[src/rtl/fft_addr_gen_if.sv]
`default_nettype none
// ----------------------------------------------------------------------------
// fft_addr_gen_if : control and RAM/ROM address bundle of the FFT sequencer
// Rev 1.0
// ----------------------------------------------------------------------------
interface fft_addr_gen_if #(
  parameter int L_MAX = 9
);
  logic             start;
  logic [3:0]       log_n;
  logic             inverse;
  logic             hold;
  logic             rd_en;
  logic [L_MAX-1:0] rd_add1;
  logic [L_MAX-1:0] rd_add2;
  logic [L_MAX-2:0] tw_addr;
  logic             tw_conj;
  logic             wr_en;
  logic [L_MAX-1:0] wr_add1;
  logic [L_MAX-1:0] wr_add2;
  logic [3:0]       stage;
  logic             busy;
  logic             done;

  // Host side: issues requests and consumes the address streams.
  modport master (
    output start, log_n, inverse, hold,
    input  rd_en, rd_add1, rd_add2, tw_addr, tw_conj,
    input  wr_en, wr_add1, wr_add2, stage, busy, done
  );

  // Sequencer side.
  modport slave (
    input  start, log_n, inverse, hold,
    output rd_en, rd_add1, rd_add2, tw_addr, tw_conj,
    output wr_en, wr_add1, wr_add2, stage, busy, done
  );
endinterface
`default_nettype wire

[src/rtl/fft_addr_gen.sv]
`default_nettype none
// ----------------------------------------------------------------------------
// fft_addr_gen : in-place radix-2 DIT FFT read/write address and twiddle sequencer
// Rev 1.0
// ----------------------------------------------------------------------------
module fft_addr_gen #(
  parameter int L_MAX   = 9,
  parameter int MIN_LOG = 3,
  parameter int LAT     = 3
) (
  input  wire logic    clk,
  input  wire logic    rst,
  fft_addr_gen_if.slave bus
);

  localparam logic [1:0] c_IDLE  = 2'd0;
  localparam logic [1:0] c_RUN   = 2'd1;
  localparam logic [1:0] c_DRAIN = 2'd2;
  localparam logic [1:0] c_DONE  = 2'd3;

  localparam int DW = 2 * L_MAX + 1;
  localparam logic [L_MAX:0]   c_ONE   = {{L_MAX{1'b0}}, 1'b1};
  localparam logic [L_MAX-1:0] c_J_ONE = {{(L_MAX-1){1'b0}}, 1'b1};

  logic [1:0]       r_state;
  logic [3:0]       r_s;
  logic [3:0]       r_log;
  logic [L_MAX-1:0] r_j;
  logic [L_MAX-1:0] r_k;
  logic [3:0]       r_dcnt;
  logic             r_conj;
  logic [L_MAX-1:0] r_add1;
  logic [L_MAX-1:0] r_add2;
  logic [L_MAX-2:0] r_tw;
  logic [DW-1:0]    r_dly [LAT];

  logic [L_MAX:0]   w_half;
  logic [L_MAX:0]   w_span;
  logic [L_MAX:0]   w_npts;
  logic [L_MAX:0]   w_k_next;
  logic             w_col_end;
  logic             w_stage_end;
  logic             w_issue;
  logic [L_MAX-1:0] w_add1;
  logic [L_MAX-1:0] w_add2;
  logic [L_MAX-2:0] w_tw;
  logic [3:0]       w_log_clamp;

  // Loop geometry of the current stage; one extra bit keeps k+2^s from wrapping.
  assign w_half      = c_ONE << (r_s - 4'd1);
  assign w_span      = c_ONE << r_s;
  assign w_npts      = c_ONE << r_log;
  assign w_k_next    = {1'b0, r_k} + w_span;
  assign w_col_end   = (w_k_next >= w_npts);
  assign w_stage_end = w_col_end && ({1'b0, r_j} == (w_half - c_ONE));
  assign w_issue     = (r_state == c_RUN) && !bus.hold;

  assign w_add1 = r_k;
  assign w_add2 = r_k + w_half[L_MAX-1:0];
  assign w_tw   = r_j[L_MAX-2:0] << (4'(L_MAX) - r_s);

  always_comb begin
    w_log_clamp = bus.log_n;
    if (bus.log_n < 4'(MIN_LOG)) begin
      w_log_clamp = 4'(MIN_LOG);
    end else if (bus.log_n > 4'(L_MAX)) begin
      w_log_clamp = 4'(L_MAX);
    end
  end

  always_ff @(posedge clk or posedge rst) begin
    if (rst) begin
      r_state <= c_IDLE;
      r_s     <= 4'd0;
      r_log   <= 4'd0;
      r_j     <= '0;
      r_k     <= '0;
      r_dcnt  <= 4'd0;
      r_conj  <= 1'b0;
      r_add1  <= '0;
      r_add2  <= '0;
      r_tw    <= '0;
    end else begin
      case (r_state)
        c_IDLE: begin
          if (bus.start) begin
            r_log   <= w_log_clamp;
            r_conj  <= bus.inverse;
            r_s     <= 4'd1;
            r_j     <= '0;
            r_k     <= '0;
            r_state <= c_RUN;
          end
        end
        c_RUN: begin
          if (w_issue) begin
            r_add1 <= w_add1;
            r_add2 <= w_add2;
            r_tw   <= w_tw;
            if (w_stage_end) begin
              r_dcnt  <= 4'(LAT - 1);
              r_state <= c_DRAIN;
            end else if (w_col_end) begin
              r_j <= r_j + c_J_ONE;
              r_k <= r_j + c_J_ONE;
            end else begin
              r_k <= w_k_next[L_MAX-1:0];
            end
          end
        end
        c_DRAIN: begin
          // Let every write of this stage land before the next stage reads.
          if (r_dcnt == 4'd0) begin
            if (r_s < r_log) begin
              r_s     <= r_s + 4'd1;
              r_j     <= '0;
              r_k     <= '0;
              r_state <= c_RUN;
            end else begin
              r_state <= c_DONE;
            end
          end else begin
            r_dcnt <= r_dcnt - 4'd1;
          end
        end
        default: begin
          r_state <= c_IDLE;
        end
      endcase
    end
  end

  // Read side; addresses hold their last issued value while not issuing.
  assign bus.rd_en   = w_issue;
  assign bus.rd_add1 = w_issue ? w_add1 : r_add1;
  assign bus.rd_add2 = w_issue ? w_add2 : r_add2;
  assign bus.tw_addr = w_issue ? w_tw   : r_tw;
  assign bus.tw_conj = r_conj;
  assign bus.stage   = (r_state == c_IDLE) ? 4'd0 : r_s;
  assign bus.busy    = (r_state != c_IDLE);
  assign bus.done    = (r_state == c_DONE);

  always_ff @(posedge clk or posedge rst) begin
    if (rst) begin
      for (int i = 0; i < LAT; i++) begin
        r_dly[i] <= '0;
      end
    end else begin
      r_dly[0] <= {bus.rd_en, bus.rd_add1, bus.rd_add2};
      for (int i = 1; i < LAT; i++) begin
        r_dly[i] <= r_dly[i-1];
      end
    end
  end

  assign bus.wr_en   = r_dly[LAT-1][DW-1];
  assign bus.wr_add1 = r_dly[LAT-1][2*L_MAX-1:L_MAX];
  assign bus.wr_add2 = r_dly[LAT-1][L_MAX-1:0];

endmodule
`default_nettype wire

[src/flat_wrapper.sv]
// flat-port wrapper written by rule: the top's interface ports become plain ports
module fft_addr_gen_flat 
#(
  parameter int L_MAX   = 9,
  parameter int MIN_LOG = 3,
  parameter int LAT     = 3
)
  (clk, rst, bus_start, bus_log_n, bus_inverse, bus_hold, bus_rd_en, bus_rd_add1, bus_rd_add2, bus_tw_addr, bus_tw_conj, bus_wr_en, bus_wr_add1, bus_wr_add2, bus_stage, bus_busy, bus_done);
  fft_addr_gen_if #(.L_MAX(L_MAX)) bus_i ();
  input  wire logic clk;
  input  wire logic rst;
  input wire logic [$bits(bus_i.start)-1:0] bus_start;
  input wire logic [$bits(bus_i.log_n)-1:0] bus_log_n;
  input wire logic [$bits(bus_i.inverse)-1:0] bus_inverse;
  input wire logic [$bits(bus_i.hold)-1:0] bus_hold;
  output wire logic [$bits(bus_i.rd_en)-1:0] bus_rd_en;
  output wire logic [$bits(bus_i.rd_add1)-1:0] bus_rd_add1;
  output wire logic [$bits(bus_i.rd_add2)-1:0] bus_rd_add2;
  output wire logic [$bits(bus_i.tw_addr)-1:0] bus_tw_addr;
  output wire logic [$bits(bus_i.tw_conj)-1:0] bus_tw_conj;
  output wire logic [$bits(bus_i.wr_en)-1:0] bus_wr_en;
  output wire logic [$bits(bus_i.wr_add1)-1:0] bus_wr_add1;
  output wire logic [$bits(bus_i.wr_add2)-1:0] bus_wr_add2;
  output wire logic [$bits(bus_i.stage)-1:0] bus_stage;
  output wire logic [$bits(bus_i.busy)-1:0] bus_busy;
  output wire logic [$bits(bus_i.done)-1:0] bus_done;
  assign bus_i.start = bus_start;
  assign bus_i.log_n = bus_log_n;
  assign bus_i.inverse = bus_inverse;
  assign bus_i.hold = bus_hold;
  assign bus_rd_en = bus_i.rd_en;
  assign bus_rd_add1 = bus_i.rd_add1;
  assign bus_rd_add2 = bus_i.rd_add2;
  assign bus_tw_addr = bus_i.tw_addr;
  assign bus_tw_conj = bus_i.tw_conj;
  assign bus_wr_en = bus_i.wr_en;
  assign bus_wr_add1 = bus_i.wr_add1;
  assign bus_wr_add2 = bus_i.wr_add2;
  assign bus_stage = bus_i.stage;
  assign bus_busy = bus_i.busy;
  assign bus_done = bus_i.done;
  fft_addr_gen #(.L_MAX(L_MAX), .MIN_LOG(MIN_LOG), .LAT(LAT)) u_core (.clk(clk), .rst(rst), .bus(bus_i));
endmodule
[config.mk]
export PLATFORM = sky130hd
export DESIGN_NAME = fft_addr_gen_flat
export DESIGN_NICKNAME = d
export VERILOG_FILES = /design/src/rtl/fft_addr_gen_if.sv /design/src/rtl/fft_addr_gen.sv /design/src/flat_wrapper.sv
export SDC_FILE = /design/constraint.sdc
export NUM_CORES = 1
export LEC_CHECK = 0
export CORE_MARGIN = 2
export CORE_UTILIZATION = 62
export CTS_CLUSTER_SIZE = 40
export DETAILED_ROUTE_END_ITERATION = 7
export MAX_ROUTING_LAYER = met4
export PLACE_DENSITY = 0.84
export SYNTH_ARGS = -nofsm -noshare
export SYNTH_HDL_FRONTEND = slang
export SYNTH_SLANG_ARGS = --single-unit
[constraint.sdc]
create_clock -name clk -period 11.7 [get_ports clk]
set_clock_uncertainty 0.15 [all_clocks]
set_input_delay 1.755 -clock clk [delete_from_list [all_inputs] [get_ports clk]]
set_output_delay 1.755 -clock clk [all_outputs]
set_load 0.01 [all_outputs]
==> summary.txt, run 1 <==
Synthesis
  – Synth Area per Inst: 9.98 µm²
  – Yosys cell types: 63
  – Top_reg_cell synth: dfrtp_1
  – Syn. warnings: 0
  – Post-synth EDFFs: 0
  – Mapped Nets: between 600 and 700
  – Most common cell in the synthesized netlist: dfrtp_1
  – Mapped Area: roughly 0.0063 mm²
  – Sequential element share of the synthesized area: a little under half
  – Cell taking the most area after synthesis: dfrtp_1
  – Synthesis-stage register bit count: around 120
  – Synth Instances: ~630
  – Post-synth top area share: a little under half
  – Async set-reset flop share out of synthesis: 100%
  – List of most frequent post-synthesis cells: dfrtp_1, nand2_1, ha_1, o21ai_0, nor2_1
  – Largest cells by area after synthesis: dfrtp_1, ha_1, nand2_1

CTS
  – Clk_lat worst skew: about 520 ps
  – Clock-pin slew on the worst setup and hold paths: roughly 60 ps
  – Clock Tree Buf Depth: 2
  – Num CTS Buffers: 17
  – TritonCTS clock tree: done
  – Setup bufs post-CTS: 0
  – Post-cts gate resize count: 0
  – CTS sink cnt: roughly 120
  – Clock Tree Root: clkbuf_8
  – H-tree Lvls: 4
  – # hold bufs at CTS: 0

Min path
  – Cell depth of the worst hold path: 0
  – Hold Path Sink: u_core.r_dly[26]
  – Hold_sp: u_core.r_dly[45]
  – Hold WC Path Type: reg2reg

Drt
  – DRC: 2
  – Final ANT Viol Nets: 0
  – Routed len/inst: 18.4 µm
  – Met1 wire length: 6250 µm
  – First drt pass iteration count: 7
  – Vias/cell: around 6
  – Top Layer Used: met4
  – Met3 routed WL: between 800 and 900 µm
  – Iter 0 DRT Violations: 430
  – Via count: 4933
  – Final wirelength: 15000 µm
  – Wire length on met2: between 7000 and 8000 µm

Die
  – CORE AREA: between 0.009 and 0.01 mm²
  – Die Width: 105 µm
  – # rows: 36
  – Vert. Die Dim: between 100 and 150 µm
  – Die Area: ~0.011 mm²
  – # IOs: 62
  – Initial Util: roughly 64%

Timing
  – Total negative slack: 0 ps
  – Worst Tran Pin Value: 1020 ps
  – Max Fclk: 142 MHz
  – Tcrit/Tclk final: 60.1%
  – Max Slew Vio Count: 0
  – Tmin final: between 7000 and 8000 ps
  – RSZ-0062 raised after global routing: false
  – # setup viols final: 0
  – Max-slew headroom: about a third
  – Hold Violations, Final: 0
  – Worst hold margin: between 150 and 200 ps

Worst setup path
  – Crit path required time: slightly below 10000 ps
  – Reg2reg start: u_core.r_s[0]
  – Worst Path Arrival: between 5000 and 6000 ps
  – RR Endpoint: u_core.r_k[7]
  – Max incr delay on CP: ~600 ps
  – Worst path slowest cell: dfrtp_1
  – Crit. End Element: output pin
  – Critical path type: reg2out
  – R2R setup slack: 6340 ps
  – WP buf/inv: 5
  – CP Cell Sequence: inv_1 > ha_1 > a21boi_2 > xnor2_2 > nand3_1 > inv_1 > ha_1 > inv_1 > fa_1 > inv_1 > a21oi_1 > o21bai_1 > a21oi_1 > o21bai_1 > a31oi_1 > xnor2_1 > o21ai_0 > clkdlybuf4s50_1
  – Startpoint Class: flip-flop
  – R2R cell count: 19
  – Crit-path max FO: 16
  – Worst path most repeated cell: inv_1
  – Crit-path leading delay family: buffers and inverters

Global route
  – First-pass GRT wire length: around 25000 µm
  – Maximum number of pins on one net before global-route repair: between 80 and 90
  – Vias in the first global route: around 5000
  – Remaining Overflow, GRT: 0
  – Initial antenna violation count: 0
  – Gr usage total: between 20% and 30%

Power
  – Logic gate share of total power: between 40% and 50%
  – Power Internal: roughly 1200 µW
  – Pwr/cell area: ~280 mW/mm²
  – Final Power: roughly 2100 µW
  – Clk pwr share: around a quarter
  – Flop pwr share: between 20 and 30%
  – VDD IR max: roughly 0.16 mV
  – Static Leak: 0.00355 µW
  – Sw Share: 41.0%
  – Sw Pwr: 865 µW

Place
  – Port Buffers: between 60 and 70
  – GP Congestion: 0.894
  – Post-DP HPWL: approximately 10000 µm

Layout
  – Share of layout cells above drive strength 1: under 10%
  – Nets: between 700 and 800
  – Synth-to-layout area growth: 18.8%
  – Ant. Diodes: 0

Status
  – Status: complete, but fails checks
  – Failing checks: design-rule violations

Flow run
  – Max Cap Viol: 0
[worst max-delay path by stage]
stage | startpoint | end | slack [ps] | cells after the start
finish | u_core.r_s[1] | bus_rd_add2[8] | 4670 | 18
global route | u_core.r_s[1] | bus_rd_add2[8] | 4250 | 18
detailed placement | bus_hold | bus_tw_addr[2] | 5090 | 9
global placement | bus_hold | bus_tw_addr[0] | 5200 | 9
CTS | u_core.r_s[1] | bus_rd_add2[8] | 4690 | 18
floorplan | u_core.r_s[0] | bus_rd_add2[8] | 6110 | 18
[cells in the final DEF (no fill, tap or decap), types with 5 or more instances in the layout]
| master | count |
|---|---|
| mux2i_1 | 9 |
| a21oi_1 | 28 |
| clkdlybuf4s50_1 | 61 |
| a211oi_1 | 6 |
| ha_1 | 46 |
| nand3_1 | 13 |
| nor2b_1 | 13 |
| nor2_1 | 39 |
| o22a_1 | 5 |
| and2_1 | 10 |
| xnor2_1 | 22 |
| inv_1 | 23 |
| a22o_1 | 9 |
| o21ai_0 | 43 |
| o21bai_1 | 7 |
| a21o_1 | 6 |
| o2bb2ai_1 | 11 |
| inv_6 | 6 |
| xor2_1 | 15 |
| and3_1 | 8 |
| dfrtp_1 | 116 |
| nand2_1 | 80 |
| nor3_1 | 10 |
| nand2b_1 | 9 |
| clkbuf_16 | 16 |
[stage by stage]
step | util [%] | cell area, µm² | std cells | setup slack, ps
final | 76.4 | 7510 | 815 | 4670
after global routing | 76.4 | 7510 | 815 | 4250
after CTS | 76.4 | 7510 | 815 | 4690
after detailed placement | 70.0 | 6880 | 783 | 5090
after global placement | 70.0 | 6880 | 783 | 5200
after floorplan | - | 6320 | 633 | 6110
[per-layer routing]
metal / vias to the layer above / GRT usage, %
met1: 2409 / 36.9
li1: 2261 / -
met2: 221 / 48.1
met5: - / -
met3: 42 / 6.61
met4: 0 / 12.2
[final cells by class]
class | instances | area [µm²]
multi-input cells | 445 | 3080
flip-flops and latches | 116 | 2900
fillers | 669 | 2310
repair buffers | 64 | 633
clock buffers | 17 | 414
clock inverters | 15 | 215
well taps | 133 | 166
inverters | 25 | 96.3
[logic make-up after synthesis]
logic type / Yosys count / share of synthesized area (%)
AOI/OAI and AO/OA: 147 / 16.0
muxes: 15 / 2.91
buffers and inverters: 72 / 5.45
adders and majority gates: 48 / 9.74
DFF: 116 / 45.9
xor gates and xnor gates: 38 / 5.39
and+or+nand+nor: 197 / 14.6
[registers in the layout (all words and copies together) (netlist names)]
signal,count
u_core.r_dly,38
u_core.r_dcnt,4
u_core.r_log,4
u_core.bus.tw_conj,1
u_core.r_k,9
u_core.bus.wr_add2,9
u_core.r_tw,8
u_core.r_j,9
u_core.r_state,2
u_core.r_s,4
u_core.bus.wr_add1,9
u_core.r_add2,9
u_core.bus.wr_en,1
u_core.r_add1,9
[power groups by stage]
stage	Combinational [µW]	Sequential, µW	Clock [µW]
floorplan	692	559	0
global placement	908	587	0
detailed placement	933	595	0
CTS	950	592	565
global route	1050	607	585
finish	957	593	561
Note: power is estimated with default switching activity, not from simulation.
==> inputs of run 2 (changes only) <==
CORE_UTILIZATION = 58   (was 62)
PLACE_DENSITY = 0.79   (was 0.84)
clock period = 7.1 ns   (was 11.7 ns; I/O delays follow)
==> summary.txt, run 2 (synthesis gave the netlist of run 1 again) <==
Drt
  – Final ANT Viol Nets: 0 (unchanged)
  – Final wirelength: 14600 µm (-2.8%)
  – Vias/cell: 5.87 (-3.0%)
  – Routed len/inst: 17.7 µm (-3.5%)
  – DRC: 0 (-2)
  – First drt pass iteration count: 5 (-2)
  – Iter 0 DRT Violations: 387 (-10%)
  – Via count: 4820 (-2.3%)

Place
  – Post-DP HPWL: 10200 µm (+1.7%)
  – GP Congestion: 0.975 (+9.1%)
  – Port Buffers: 61 (unchanged)
  – Post-Place Cell Area: 0.00689 mm² (+0.13%)

Power
  – Static Leak: 0.00354 µW (-0.47%)
  – Flop pwr share: 28.7% (+0.6 points)
  – Pwr/cell area: 453 mW/mm² (+61%)
  – Power Internal: 2030 µW (+63%)
  – Logic gate share of total power: 45.8% (+0.5 points)
  – VDD IR max: 0.356 mV (+120%)
  – Sw Share: 40.1% (-0.90 points)
  – Clk pwr share: 25.5% (-1.1 points)
  – Sw Pwr: 1360 µW (+57%)

Layout
  – Max reg flops: 38 (unchanged)
  – Most common cell after layout, fill and taps aside: dfrtp_1
  – Fillers: 818 (+22%)
  – Share of layout cells above drive strength 1: 7.20% (-0.14 points)
  – Multi-input gate area: 0.00308 mm² (unchanged)
  – Commonest non-fill, non-tap cells in the layout: dfrtp_1, nand2_1, clkdlybuf4s50_1
  – Register area: 0.00290 mm² (unchanged)
  – Biggest register: u_core.r_dly
  – Post-route design area: 0.00749 mm² (-0.20%)
  – Synth-to-layout area growth: 18.6%
  – Ant. Diodes: 0 (unchanged)
  – Nets: 726 (unchanged)

Timing
  – Worst hold margin: 191 ps (+2.91 ps)
  – Max Slew Vio Count: 0 (unchanged)
  – Worst Tran Pin Value: 799 ps (-220 ps)
  – Max Fclk: ~160 MHz
  – Total negative slack: 0 ps (unchanged)
  – Hold Violations, Final: 0 (unchanged)
  – Tcrit/Tclk final: 87.9%
  – RSZ-0062 raised after global routing: false
  – Tmin final: ~6200 ps
  – # setup viols final: 0 (unchanged)
  – Max-slew headroom: 46.3% (+14 points)

Min path
  – Hold WC Path Type: reg2reg
  – Cell depth of the worst hold path: 0 (unchanged)
  – Hold_sp: u_core.r_dly[55]
  – Hold Path Sink: u_core.r_dly[36]

Die
  – Die Width: 108 µm (+3.3%)
  – # rows: 38 (+5.6%)
  – Vert. Die Dim: 108 µm (+3.3%)
  – # IOs: 62 (unchanged)
  – Die Area: 0.0117 mm² (+6.6%)
  – Initial Util: 58.8% (-5.5 points)
  – CORE AREA: 0.0107 mm² (+9.4%)

Worst setup path
  – Crit-path max FO: 16 (unchanged)
  – Worst Path Arrival: 5030 ps (-100 ps)
  – Critical path type: reg2out
  – Crit. End Element: output pin
  – Crit path launch: u_core.r_s[1]
  – R2R setup slack: 1600 ps (-4740 ps)
  – Startpoint Class: flip-flop
  – R2R cell count: 19 (unchanged)
  – Crit path required time: 5880 ps (-3920 ps)
  – Reg2reg start: u_core.r_s[0]
  – RR Endpoint: u_core.r_j[2]

CTS
  – Clk_lat worst skew: 520 ps (about the same)
  – TritonCTS clock tree: done
  – Setup bufs post-CTS: 0 (unchanged)
  – Clock Tree Buf Depth: 2 (unchanged)
  – H-tree Lvls: 4 (unchanged)
  – # hold bufs at CTS: 0 (unchanged)
  – CTS sink cnt: 116 (unchanged)
  – Post-cts gate resize count: 0 (unchanged)
  – Clock Tree Root: clkbuf_8
  – Num CTS Buffers: 17 (unchanged)
  – Clock-pin slew on the worst setup and hold paths: 60 ps (about the same)

Global route
  – Maximum number of pins on one net before global-route repair: 68 (-20%)
  – Vias in the first global route: 4863 (-1.3%)
  – Remaining Overflow, GRT: 0 (unchanged)
  – Initial antenna violation count: 0 (unchanged)
  – Gr usage total: 27.6% (-2.3 points)
  – First-pass GRT wire length: 23800 µm (-3.5%)

Status
  – Status: finished clean

Flow run
  – Max Cap Viol: 0 (unchanged)
==> run 2: area by class of cell <==
cell class              count  area share, %
repair buffers             64           8.45
inverters                  25           1.29
flip-flops and latches    116           38.8
multi-input cells         445           41.1
well taps                 140           2.34
clock inverters            11           2.00
clock buffers              20           6.08
==> run 2: worst max path at each step <==
| stage | to | depth (start not counted) |
|---|---|---|
| after global routing | bus_rd_add2[8] | 18 |
| after global placement | bus_rd_add2[8] | 18 |
| after CTS | bus_rd_add2[8] | 18 |
| final | bus_rd_add2[8] | 18 |
| after floorplan | u_core.r_k[1] | 19 |
| after detailed placement | bus_rd_add2[8] | 18 |
==> run 2: worst max-delay path, stage by stage, from the launching register on <==
cell and delay (ps):
dfrtp_1 580, inv_1 260, ha_1 250, a21boi_2 180, xnor2_2 550, nand3_1 190
inv_1 120, ha_1 170, inv_1 60, fa_1 390, inv_1 80, a21oi_1 60
o21bai_1 200, a21oi_1 100, o21bai_1 230, a31oi_1 140, xnor2_1 150, o21ai_0 210
clkdlybuf4s50_1 590
==> run 2: routing by layer <==
metal / part of all wire (%) / GRT usage [%] / up-vias / routed length [µm]
met5: 0 / - / - / 0
met3: 5.8 / 6.57 / 43 / 841
li1: - / - / 2268 / -
met4: 3.3 / 11.8 / 0 / 477
met1: 41 / 33.0 / 2322 / 5930
met2: 50 / 44.7 / 187 / 7330
==> run 2: through the flow <==
stage | total power, µW | setup slack, ps | utilization (%) | instances
6_report | 3390 | 857 | 69.7 | 821
5_1_grt | 3630 | 407 | 69.7 | 821
4_1_cts | 3400 | 870 | 69.7 | 821
3_5_place_dp | 2500 | 1430 | 64.1 | 790
3_3_place_gp | 2450 | 1660 | 64.1 | 790
2_1_floorplan | 2060 | 2090 | - | 633
==> run 2: power groups by stage <==
stage	Clock, µW	Sequential (µW)	Combinational [µW]
2_1_floorplan	0	921	1140
3_3_place_gp	0	966	1480
3_5_place_dp	0	980	1520
4_1_cts	877	975	1550
5_1_grt	908	995	1730
6_report	865	974	1550
